<file path="config.mk">
export PLATFORM = sky130hd
export DESIGN_NAME = univ_shift_reg_ext
export DESIGN_NICKNAME = d
export VERILOG_FILES = /design/src/rtl/usr_pkg.sv /design/src/rtl/usr_barrel_shifter.sv /design/src/rtl/univ_shift_reg_ext.sv
export SDC_FILE = /design/constraint.sdc
export NUM_CORES = 1
export LEC_CHECK = 0
export CORE_MARGIN = 2
export CORE_UTILIZATION = 30
export CTS_BUF_LIST = sky130_fd_sc_hd__clkbuf_8
export DETAILED_ROUTE_END_ITERATION = 10
export GPL_TIMING_DRIVEN = 1
export PLACE_DENSITY = 0.61
export RECOVER_POWER = 100
export SLEW_MARGIN = 20
export SYNTH_ARGS = -nofsm -noshare
export SYNTH_HDL_FRONTEND = slang
export SYNTH_SLANG_ARGS = --single-unit
</file>
<file path="constraint.sdc">
create_clock -name clk -period 1.99 [get_ports clk]
set_clock_uncertainty 0.05 [all_clocks]
set_input_delay 0.398 -clock clk [delete_from_list [all_inputs] [get_ports clk]]
set_output_delay 0.398 -clock clk [all_outputs]
set_load 0.05 [all_outputs]
</file>
<file path="src/rtl/usr_pkg.sv">
// Shared opcode and FSM state types for the universal shift register.
package usr_pkg;

    typedef enum logic [2:0] {
        OP_HOLD = 3'd0,
        OP_SHL  = 3'd1,
        OP_SHR  = 3'd2,
        OP_LOAD = 3'd3,
        OP_ROTL = 3'd4,
        OP_ROTR = 3'd5,
        OP_ASR  = 3'd6,
        OP_SER  = 3'd7
    } usr_op_e;

    typedef enum logic {
        ST_IDLE = 1'b0,
        ST_SER  = 1'b1
    } usr_state_e;

endpackage

</file>
<file path="src/rtl/usr_barrel_shifter.sv">
// Combinational shift/rotate datapath; ops other than shifts/rotates pass q through.
module usr_barrel_shifter
    import usr_pkg::*;
#(
    parameter int unsigned N = 8,
    localparam int unsigned AW = $clog2(N)
) (
    input  logic [N-1:0]  q,
    input  logic [AW-1:0] amt,
    input  usr_op_e       op,
    input  logic          sin,
    output logic [N-1:0]  q_next
);

    logic [2*N-1:0] shl_w;
    logic [2*N-1:0] shr_w;
    logic [2*N-1:0] asr_w;
    logic [2*N-1:0] rol_w;
    logic [2*N-1:0] ror_w;

    // Double-width trick: the companion half supplies the fill bits or the rotated-in bits.
    always_comb begin
        shl_w  = {q, {N{sin}}} << amt;
        shr_w  = {{N{sin}}, q} >> amt;
        asr_w  = {{N{q[N-1]}}, q} >> amt;
        rol_w  = {q, q} << amt;
        ror_w  = {q, q} >> amt;
        q_next = q;
        case (op)
            OP_SHL:  q_next = shl_w[2*N-1:N];
            OP_SHR:  q_next = shr_w[N-1:0];
            OP_ROTL: q_next = rol_w[2*N-1:N];
            OP_ROTR: q_next = ror_w[N-1:0];
            OP_ASR:  q_next = asr_w[N-1:0];
            default: q_next = q;
        endcase
    end

endmodule

</file>
<file path="src/rtl/univ_shift_reg_ext.sv">
// N-bit universal shift register with a self-timed LSB-first serializer mode.
module univ_shift_reg_ext
    import usr_pkg::*;
#(
    parameter int unsigned N = 8,
    localparam int unsigned AW = $clog2(N)
) (
    input  logic          clk,
    input  logic          reset,
    input  logic          en,
    input  logic [2:0]    ctrl,
    input  logic [AW-1:0] amt,
    input  logic [N-1:0]  d,
    input  logic          sin,
    output logic [N-1:0]  q,
    output logic          sout,
    output logic          sout_valid,
    output logic          busy,
    output logic          done
);

    usr_state_e    state;
    usr_state_e    state_next;
    logic [AW-1:0] cnt;
    logic [AW-1:0] cnt_next;
    logic [N-1:0]  q_next;
    logic [N-1:0]  shift_q;
    logic          done_next;
    usr_op_e       op;

    assign op = usr_op_e'(ctrl);

    usr_barrel_shifter #(
        .N (N)
    ) u_shifter (
        .q      (q),
        .amt    (amt),
        .op     (op),
        .sin    (sin),
        .q_next (shift_q)
    );

    // Next-state logic: commands decoded only in IDLE, SER shifts right until cnt hits N-1.
    always_comb begin
        state_next = state;
        q_next     = q;
        cnt_next   = cnt;
        done_next  = 1'b0;
        case (state)
            ST_IDLE: begin
                if (en) begin
                    case (op)
                        OP_HOLD: q_next = q;
                        OP_LOAD: q_next = d;
                        OP_SER: begin
                            q_next     = d;
                            cnt_next   = '0;
                            state_next = ST_SER;
                        end
                        default: q_next = shift_q;
                    endcase
                end
            end
            ST_SER: begin
                q_next   = {sin, q[N-1:1]};
                cnt_next = cnt + AW'(1);
                if (cnt == AW'(N - 1)) begin
                    state_next = ST_IDLE;
                    done_next  = 1'b1;
                end
            end
            default: state_next = ST_IDLE;
        endcase
    end

    // State, data, counter and done-pulse registers; reset aborts any stream.
    always_ff @(posedge clk or negedge reset) begin
        if (!reset) begin
            state <= ST_IDLE;
            q     <= '0;
            cnt   <= '0;
            done  <= 1'b0;
        end else begin
            state <= state_next;
            q     <= q_next;
            cnt   <= cnt_next;
            done  <= done_next;
        end
    end

    // Outputs decoded from registered state.
    always_comb begin
        sout       = q[0];
        busy       = (state == ST_SER);
        sout_valid = busy;
    end

endmodule

</file>
* Yosys cells after proc, flatten, opt, wreduce, memory -nomap -nowiden
Cells that the tools add are included.
** Storage, ports and cells
- Flip-flop bits (word level) :: 13
- Latch bits :: 0
- Memory bits (writable) :: 0
- Memory bits (read-only) :: 0
- Bits of input ports :: 18
- Output and inout port bits :: 12
- Word-level logic and storage cells :: 40
- Memories kept :: 0
** Cells by class
- Add/subtract/negate cells :: 1
- $mul :: 0
- Divide/modulo/power cells :: 0
- $lt $le $gt $ge :: 0
- Eq/ne operators :: 12
- Shift-type cells :: 5
- Mux-type cells :: 13
- Bitwise operators :: 1
- Reductions and logical operators :: 4
** Operator list (count)
- right shift 16 x 3 -> 8 bit :: 3
- case mux 8 bit (5 select lines) :: 1
- case mux 8 bit (2 select lines) :: 2
- left shift 16 x 3 -> 16 bit :: 2
- equality test 3 bit, second input constant :: 5
- 2-to-1 mux 8 bit :: 1
- != test 7 x 2 -> 1 bit, second input constant :: 1
- equality test 3 x 2 -> 1 bit, second input constant :: 2
- 2-to-1 mux 3 bit :: 2
- case mux 3 bit (2 select lines) :: 1
- 2-to-1 mux 1 bit :: 5
- != test 2 bit, second input constant :: 2
- adder 3 x 1 -> 3 bit, second input constant :: 1
- equality test 3 x 1 -> 1 bit, second input constant :: 1
- logical NOT 3 bit :: 1
- AND reduction 3 bit :: 1
- != test 2 x 1 -> 1 bit, second input constant :: 1
- case mux 1 bit (2 select lines) :: 1
- AND reduction 2 bit :: 1
- OR reduction 2 bit :: 1
- inverter 1 bit :: 1

* Depth between registers and ports, before layout
- Depth in word-level cells :: 5
- Mapped depth :: 8
- Gate-level depth less buffers :: 5

* Modules after synthesis
Synthesis repeated with hierarchy kept, for this count alone.
** Unflattened totals
- Cells, all modules :: 267
- Area total of the unflattened synthesis :: 2160.8 um^2
** Modules (own cells, without submodules)
- usr_barrel_shifter :: times used 1, cells each 196, area each 1392.6 um^2, sequential area each 0.0 um^2
- univ_shift_reg_ext :: times used 1, cells each 71, area each 768.2 um^2, sequential area each 325.3 um^2

* Worst setup path before layout
No wires, ideal clock.
- Path type :: register -> register
- Start point :: register q[5]
- End point :: register q[7]
- Setup time :: 0.131 ns
- Arrival time :: 1.810 ns
- Required time :: 1.809 ns
- Slack :: -0.001 ns
- Stages on the path, launching flop included :: 7
- Buffers on the path :: 1
- Clock period less this slack :: 1.991 ns
- Path through :: dfrtp_1 clkbuf_1 mux4_2 a22oi_1 o21ai_0 a311oi_1 a31oi_1
** On the way
- Word-level cells in the longest chain between the ends :: 5
- Elaborated cells on any way between the ends :: 9
- Those cells by class :: 5 x shift; 4 x mux
** Ends and longest elaborated chain
- from (decl) :: line univ_shift_reg_ext.sv:15 : output logic [N-1:0] q,
- from (signal assigned) :: line univ_shift_reg_ext.sv:85 : q <= q_next;
- right shift 16 x 3 -> 8 bit, or another cell as far along :: line usr_barrel_shifter.sv:25 : asr_w = {{N{q[N-1]}}, q} >> amt;
- case mux 8 bit (5 select lines) * :: line usr_barrel_shifter.sv:29 : case (op)
- case mux 8 bit (2 select lines) * :: line univ_shift_reg_ext.sv:52 : case (op)
- 2-to-1 mux 8 bit * :: line univ_shift_reg_ext.sv:51 : if (en) begin
- case mux 8 bit (2 select lines) * :: line univ_shift_reg_ext.sv:49 : case (state)
Mark *: on every way between the ends. The rest lies on a longest branch, timed or not. The select of a mux whose other input is x is not followed.
A chain may end at the register's enable or synchronous reset.

* Worst setup path in the final report
- Start point :: input ctrl[1]
- End point :: register q[6]
** On the way
- Word-level cells in the longest chain between the ends :: 5
- Elaborated cells on any way between the ends :: 16
- Those cells by class :: 9 x eq/ne; 4 x mux; 3 x reduce/logical
** Ends and longest elaborated chain
- from (decl) :: line univ_shift_reg_ext.sv:11 : input logic [2:0] ctrl,
- equality test 3 bit, or another cell as far along :: line usr_barrel_shifter.sv:29
- case mux 8 bit (5 select lines) / OR reduction 2 bit (equally long branches)
- case mux 8 bit (2 select lines) :: line univ_shift_reg_ext.sv:52
- 2-to-1 mux 8 bit :: line univ_shift_reg_ext.sv:51
- case mux 8 bit (2 select lines) :: line univ_shift_reg_ext.sv:49
Parallel ways exist; a longest one is shown, timed or not. The select of a mux whose other input is x is not followed.

==> run_results.csv <==
group,metric,value,unit
sta,fmax,0.512,GHz
synth,synth_top_area_share,18.7,%
cts,postCtsHoldBufs,0,
route,wirelength,6340,um
floorplan,start_util,31.4,%
critical_path,cp_max_fo,8,
place,gp_congestion,0.904,
sta,fin_crit_sh,98.2,%
synth,synth.distinct_cells,56,
global_routing,track_usage,20.1,%
cts,htreeDepth,1,
critical_path,regToRegSetupSlack,0.13,ns
route,firstDrtPassIters,4,
sta,slew_headroom,56.9,%
pwr,leakage,1.05,nW
floorplan,die_area,6420,um2
route,ant_nets,0,
route,drcViolationCount,0,
synth,syn_nets,231,
critical_path,start_kind,"input pin",
route,vias_per_cell,5.90,
critical_path,endpoint_kind,"flip-flop",
synth,synth-seq-cells,13,
pwr,power,2.77,mW
sta,worstMarginPinSlew,0.645,ns
pwr,power.density,1110,nW/um2
layout,layout-drive-gt1-share,31.8,%
synth,synthTopCellsByCount,"16 x a21oi_1, 16 x nand2_1, 13 x dfrtp_1, 13 x nor2_1, 11 x o21ai_0",
worst_hold_path,min_path_cells,1,
floorplan,ios,30,
floorplan,die_height,80.1,um
sta,period_needed,1.95,ns
sta,finalHoldViolCount,0,
cts,cts_made_buffers,3,
critical_path,crit_type,"in -> reg",
pwr,irDropWorstVdd,0.000564,V
synth,synth-edff-count,0,
cts,tritoncts,"yes",
floorplan,core,5540,um2
synth,yosysTopAreaCell,"dfrtp_1",
critical_path,arrival,2.03,ns
global_routing,grt_max_degree,14,
floorplan,fp.dieW,80.1,um
cts,cts.clk_slew.worst_paths,0.06,ns
synth,ys_warn_count,0,
worst_hold_path,min_path_type,"reg -> reg",
route,drtIter0Drc,177,
layout,syn_to_final_growth,43.0,%
synth,syn_avg_cell_area,8.24,um2
synth,seq_area_frac_synth,18.7,%
critical_path,reg2regPathDepth,5,
global_routing,grt_pass1_wl,10000,um
outcome,outcome,"completed",
cts,cts_sinks,13,
synth,synthCells,211,
layout,diodes,0,
sta,fin_setup_tns,0,ns
place,hpwl,4750,um
job,drv_cap,0,
layout,nNetsFinal,298,
cts,ctsLongestPathBuffers,2,
sta,finalSetupViolCount,0,
global_routing,antenna_found_initial,0,
route,routed-via-count,2059,
critical_path,crit_required,2.06,ns
global_routing,grt_pass1_vias,1957,
sta,rsz0062_at_grt,"no",
layout,nFillCells,569,
floorplan,placementRows,27,
route,wl_per_cell,18.2,um
synth,synth_area_leaders,"dfrtp_1 19%, mux4_2 6.5%, mux2i_1 5.8%, a21oi_1 4.6%, mux2_2 3.9%",
synth,syn_area,1740,um2
place,io_buffers,29,
sta,timing.final.max_slew_violations,0,
layout,seqCellArea,325,um2
global_routing,overflow,0,
synth,synthFlopType,"dfrtp_1",
cts,worstSkewPairLatency,0.24,ns
layout,multi_input_area,1300,um2
cts,root_buffer,"clkbuf_8",
synth,async_reset_ff_share,100,%
-- path summary, 6_finish.rpt --
kind	start	end
worst max-delay path	ctrl[1]	q[6]
worst min-delay path	cnt[0]	cnt[0]
worst max register to register	q[1]	q[2]
worst min register to register	cnt[0]	cnt[0]
max in group asynchronous	reset	q[1]
min in group asynchronous	reset	cnt[0]
-- final cells by class --
cell class | count | share of cell area, %
Clock buffer | 3 | 1.66
Clock inverter | 1 | 0.151
Inverter | 5 | 0.755
Multi-Input combinational cell | 168 | 52.2
Sequential cell | 13 | 13.1
Tap cell | 72 | 3.63
Timing Repair Buffer | 87 | 28.5
-- worst max-delay path, cell delays in order --
cell	delay [ns]
dlygate4sd2_1	0.26
clkbuf_1	0.35
nand4bb_1	0.19
o211ai_1	0.19
a211o_1	0.35
a21oi_1	0.17
a211oi_1	0.10
-- through the flow --
step / utilization [%] / instance area, um2 / setup slack [ns] / instances / hold WS, ns
after detailed placement: 42.9 / 2370 / -0.470 / 337 / 0.431
after CTS: 45.6 / 2530 / 0.0328 / 347 / 0.440
after global placement: 42.9 / 2370 / -0.486 / 337 / 0.423
final: 44.9 / 2480 / 0.0352 / 349 / 0.435
after global routing: 44.9 / 2480 / 0.00650 / 349 / 0.469
after floorplan: - / 1740 / 0.00967 / 211 / 0.0524
-- kinds of logic (layout without fill, tap and decap cells) --
| family | count (synthesis) | after routing | share of synthesized area (%) |
|---|---|---|---|
| compound gates | 89 | 89 | 36.1 |
| mux | 21 | 21 | 16.1 |
| fa+ha+maj | 2 | 2 | 1.44 |
| xor+xnor | 1 | 1 | 0.936 |
| buf+inv | 30 | 96 | 9.29 |
| flops | 13 | 13 | 18.7 |
| simple gates | 55 | 55 | 17.4 |
-- power breakdown --
group,switching [mW],internal (mW)
Sequential,0.237,0.388
Combinational,1.12,0.780
Clock,0.103,0.137
-- sequential cells by signal, summed over array words and instances, names as in the netlist --
register / flops
done: 1
q: 8
busy: 1
cnt: 3
-- layout by cell type (no fill, tap or decap), types with 4 or more instances in the layout --
master / count
buf_4: 53
nand2_1: 16
a21oi_1: 16
nor2_1: 13
dfrtp_1: 13
mux2i_1: 10
clkdlybuf4s50_1: 10
o21ai_0: 9
o22ai_1: 7
o211ai_1: 6
a31oi_1: 6
clkbuf_1: 6
mux2_2: 5
mux4_2: 5
a211o_1: 5
inv_1: 4
and2_1: 4
-- routing by layer --
layer  vias up  track usage [%]  wire (um)
met1      1014             26.9       2750
met2        88             32.6       2950
li1        948                -          -
met3         9             4.04        550
met5         -                0          0
met4         0             5.93         95
-- what timing repair did --
| action | in CTS | in global routing |
|---|---|---|
| endpoints found under the setup margin | 8 | 7 |
| setup buffers | 4 | 2 |
| cloned | 2 | 0 |
| endpoints found under the hold margin | 0 | 0 |
| pin swaps | 6 | 4 |
| gates resized for setup | 13 | 6 |
Power figures use the tool's default switching activity.
==> RTL change 1, RTL diff (config.mk and constraints unchanged) <==
`N` is set to 8 in 2 places; all go to 16.
--- a/src/rtl/usr_barrel_shifter.sv
+++ b/src/rtl/usr_barrel_shifter.sv
@@ -2,7 +2,7 @@
 module usr_barrel_shifter
     import usr_pkg::*;
 #(
-    parameter int unsigned N = 8,
+    parameter int unsigned N = 16,
     localparam int unsigned AW = $clog2(N)
 ) (
     input  logic [N-1:0]  q,
--- a/src/rtl/univ_shift_reg_ext.sv
+++ b/src/rtl/univ_shift_reg_ext.sv
@@ -2,7 +2,7 @@
 module univ_shift_reg_ext
     import usr_pkg::*;
 #(
-    parameter int unsigned N = 8,
+    parameter int unsigned N = 16,
     localparam int unsigned AW = $clog2(N)
 ) (
     input  logic          clk,
Ports: changed (resized amt, d and q); port bits go from 30 to 47. The function was not compared with the original's and may differ.
==> RTL change 1 against the original RTL <==
The run now ends with negative setup slack left; highest routed layer unchanged; sequential cell count grew 9; non-clock buffer count grew 150; sequential share of layout area fell by 3.8 points; area after synthesis rose by 110%; critical endpoint is now q[1]; count of clock-buffer cells in the layout is 1 higher; critical path depth stayed put; maximum frequency is 10% lower; power grew to 2.7 times the old value; wire length rose to 3.1 times the old value; cell area rose by 140%; setup slack lost 220 ps.
==> RTL change 1: results (changes against the original RTL) <==
| Metric | Value |
|---|---|
| XOR/XNOR share of the synthesized area | `0.2399% (was 0.9359%)` |
| Vias per std cell | `6.258 (was 5.900)` |
| Placed Area | `0.005443 sq mm (was 0.002375 sq mm)` |
| M1 WL | `7588 um (was 2748 um)` |
| Yosys cell types | `61 (was 56)` |
| Synthesized-area fraction occupied by adder cells | `0.3427% (was 1.440%)` |
| Tap cell count | `147 (was 72)` |
| Largest stage delay, worst path | `500 ps (was 350 ps)` |
| Fillers | `1,149 (was 569)` |
| RR Startpoint | `q[3] (was q[1])` |
| Syn_area_per_cell | `7.835 sq um (was 8.237 sq um)` |
| Metal3 WL | `1850 um (was 550 um)` |
| First drt pass iteration count | `5 (was 4)` |
| Syn nets | `494 (was 231)` |
| Clock tree cell share of total cell area | `0.9091% (was 1.813%)` |
| # clk buffers | `4 (was 3)` |
| Multi-input gates | `381 (was 168)` |
| Status | `finished, violations left (was finished, final reports clean)` |
| Multi-input combinational area share | `53.53% (was 52.17%)` |
| Ranking of synthesized cells by area | `mux4_2, dfrtp_1, mux2i_1, nand2_1, nor2_1 (was dfrtp_1, mux4_2, mux2i_1, a21oi_1, mux2_2)` |
| # Post-CTS Setup Buffers | `16 (was 4)` |
| Inst Count DP | `773 (was 337)` |
| Worst reg-to-reg path cell count | `7 (was 5)` |
| Placement Setup Slack | `-854.1 ps (was -469.8 ps)` |
| Failing checks | `negative setup slack` |
| IO buf count | `46 (was 29)` |
| Worst EP arrival | `2320 ps (was 2030 ps)` |
| Final setup fails | `16 (was 0)` |
| Clk pin slew, worst setup/hold paths | `100 ps (was 60 ps)` |
| Slowest CP cell | `mux4_2 (was clkbuf_1)` |
| Top flop regs | `q x16, cnt x4 (was q x8, cnt x3)` |
| Worst vdd ir | `660.2 uV (was 563.5 uV)` |
| Wirelength, routed | `19,440 um (was 6343 um)` |
| Footprint of the multi-input gates | `0.003242 sq mm (was 0.001296 sq mm)` |
| Global Route Usage Sum | `29.67% (was 20.10%)` |
| Final WS setup | `-186.3 ps (was 35.16 ps)` |
| Met3 usage | `6.141% (was 4.045%)` |
## RTL change 1: cell count changes in the layout (fill, tap and decap cells not counted), sizes merged, moves of 7 or more
cell	delta
nor2	+33
a21oi	+17
dfrtp	+9
o21ai	+16
nand3	+12
mux2i	+12
nor3	+8
clkdlybuf4s50	+7
buf	+148
nand2	+32
mux4	+21
o22ai	+8
## RTL change 1: worst max-delay path by stage
stage | start | endpoint | slack, ps | cells after the start
after floorplan | q[1] | q[11] | -110 | 6
after global placement | ctrl[0] | q[1] | -780 | 8
after detailed placement | ctrl[0] | q[1] | -850 | 8
after CTS | q[9] | q[11] | -150 | 5
after global routing | q[8] | q[0] | -230 | 7
final | q[3] | q[1] | -190 | 7
## RTL change 1: power breakdown
group	internal (W)	leakage, nW	switching (W)
Combinational	0.00280	2.21	0.00313
Clock	0.000178	0.0288	0.000193
Sequential	0.000686	0.242	0.000528
Total	0.00366	2.48	0.00385
==> RTL change 2, RTL diff (config.mk and constraints unchanged) <==
Without the edit above. The output `done` loses its register stage (`done` becomes a continuous assignment).
--- a/src/rtl/univ_shift_reg_ext.sv
+++ b/src/rtl/univ_shift_reg_ext.sv
@@ -79,14 +79,14 @@
             state <= ST_IDLE;
             q     <= '0;
             cnt   <= '0;
-            done  <= 1'b0;
         end else begin
             state <= state_next;
             q     <= q_next;
             cnt   <= cnt_next;
-            done  <= done_next;
         end
     end
+
+    assign done = done_next;
 
     // Outputs decoded from registered state.
     always_comb begin
Function: changed (a bounded check fails within 10 cycles, from zero or initial values and one cycle with reset low).
==> RTL change 2 against the original RTL <==
Area after synthesis rose by 4.5%; power is essentially flat; clock power is 13% higher; synthesized cell count fell by 4.3%; highest routed layer unchanged; wire length stayed put; critical endpoint is now q[4]; cell area up 9.3%; sequential cell count is 1 lower; setup slack improved by 45 ps; via count down 1.7%.
==> RTL change 2: results (changes against the original RTL) <==
| Metric | Value |
|---|---|
| Slew at the pin closest to its max-slew limit | `618.2 ps (was 644.8 ps)` |
| Hold_ws | `440.9 ps (was 434.6 ps)` |
| IO buf count | `29 (unchanged)` |
| Worst vdd ir | `971.9 uV (was 563.5 uV)` |
| Ranking of synthesized cells by area | `dfrtp_1, mux4_2, mux2i_1, buf_6, nor2_1 (was dfrtp_1, mux4_2, mux2i_1, a21oi_1, mux2_2)` |
| Worst hold path class | `register to register (unchanged)` |
| Asr flop ratio synth | `100.0% (unchanged)` |
| Register area share after synthesis | `16.53% (was 18.72%)` |
| Ys flop type | `dfrtp_1 (unchanged)` |
| Routability cong. | `0.9190 (was 0.9040)` |
| Post-cts gate resize count | `36 (was 13)` |
| CTS max path bufs | `2 (unchanged)` |
| Leak | `1.126 nW (was 1.046 nW)` |
| Initial antenna violation count | `0 (unchanged)` |
| Layout Nets | `309 (was 298)` |
| Detailed Place HPWL | `4961 um (was 4751 um)` |
| Syn nets | `222 (was 231)` |
| Largest stage delay, worst path | `400 ps (was 350 ps)` |
| Slowest CP cell | `or3b_4 (was clkbuf_1)` |
| # Post-CTS Setup Buffers | `10 (was 4)` |
| Max FO, Critical Path | `7 (was 8)` |
| H-Tree Depth | `1 (unchanged)` |
| Clk pin slew, worst setup/hold paths | `60 ps (about the same)` |
| Global-route wire length before repair | `9956 um (was 10,010 um)` |
| Status | `finished, final reports clean (unchanged)` |
| Initial DRC Count | `133 (was 177)` |
| Largest register FFs | `8 (unchanged)` |
| Pin count of the biggest net entering global routing | `13 (was 14)` |
| Share of cells above drive strength 1 | `46.18% (was 31.77%)` |
| First drt pass iteration count | `4 (unchanged)` |
| Per-cell routed wire length | `17.47 um (was 18.17 um)` |
| Yosys cell types | `69 (was 56)` |
| CTS Buf Count | `3 (unchanged)` |
| Ys Warns | `0 (unchanged)` |
| Vias post-DR | `2,023 (was 2,059)` |
| Global Route Usage Sum | `19.71% (was 20.10%)` |
| Top cells by count, synth | `nor2_1, dfrtp_1, nand2_1, a21oi_1, o21ai_0 (was a21oi_1, nand2_1, dfrtp_1, nor2_1, o21ai_0)` |
| Drc violations | `0 (unchanged)` |
==> RTL change 2: stage by stage <==
stage                     setup TNS [ps]  setup WS (ps)  utilization, %  std cells  area, sq um
after floorplan                        0          30.82               -        202         1822
after global placement             -3538         -508.7           42.13        345         2480
final                                  0          80.24           46.15        363         2716
after detailed placement           -3574         -515.1           42.13        345         2480
after global routing                   0          2.966           46.15        363         2716
after CTS                              0          20.45           46.39        359         2730
==> RTL change 2: layout make-up <==
| class | count | area, sq um |
|---|---|---|
| Fill cell | 576 | 3169 |
| Multi-Input combinational cell | 159 | 1360 |
| Timing Repair Buffer | 106 | 877.1 |
| Sequential cell | 12 | 300.3 |
| Tap cell | 75 | 93.84 |
| Clock buffer | 4 | 55.05 |
| Inverter | 7 | 30.03 |
==> RTL change 2: worst max-delay path, delay by kind of cell <==
kind | cells | cell delay [ps]
compound gates | 4 | 860
buf+inv | 2 | 370
simple gates | 1 | 400
==> RTL change 2: power by group <==
group	switching (W)	total, W	internal, W
sequential	0.000226	0.000591	0.000365
clock	0.0000946	0.000270	0.000175
combinational	0.00110	0.00191	0.000808
==> RTL change 2: path summary, 6_finish.rpt <==
path / from / to / depth (start not counted)
min: cnt[0] / cnt[0] / 1
max: ctrl[0] / q[4] / 7
min reg2reg: cnt[0] / cnt[0] / 1
max in group asynchronous: reset / q[3] / 1
max reg2reg: q[4] / q[5] / 4
min in group asynchronous: reset / cnt[1] / 1
==> RTL change 2: per-layer routing <==
layer	up-vias	track usage, %	routed length, um
met2	69	31.87	2972
met5	-	0	0
met4	0	11.67	272
met3	20	2.857	370
li1	967	-	-
met1	967	24.82	2728
==> RTL change 2: cell families after synthesis <==
logic type / synth area share, %
simple gates: 20.39
buf+inv: 12.81
fa+ha+maj: 1.377
mux: 12.74
compound gates: 36.16
flops: 16.53
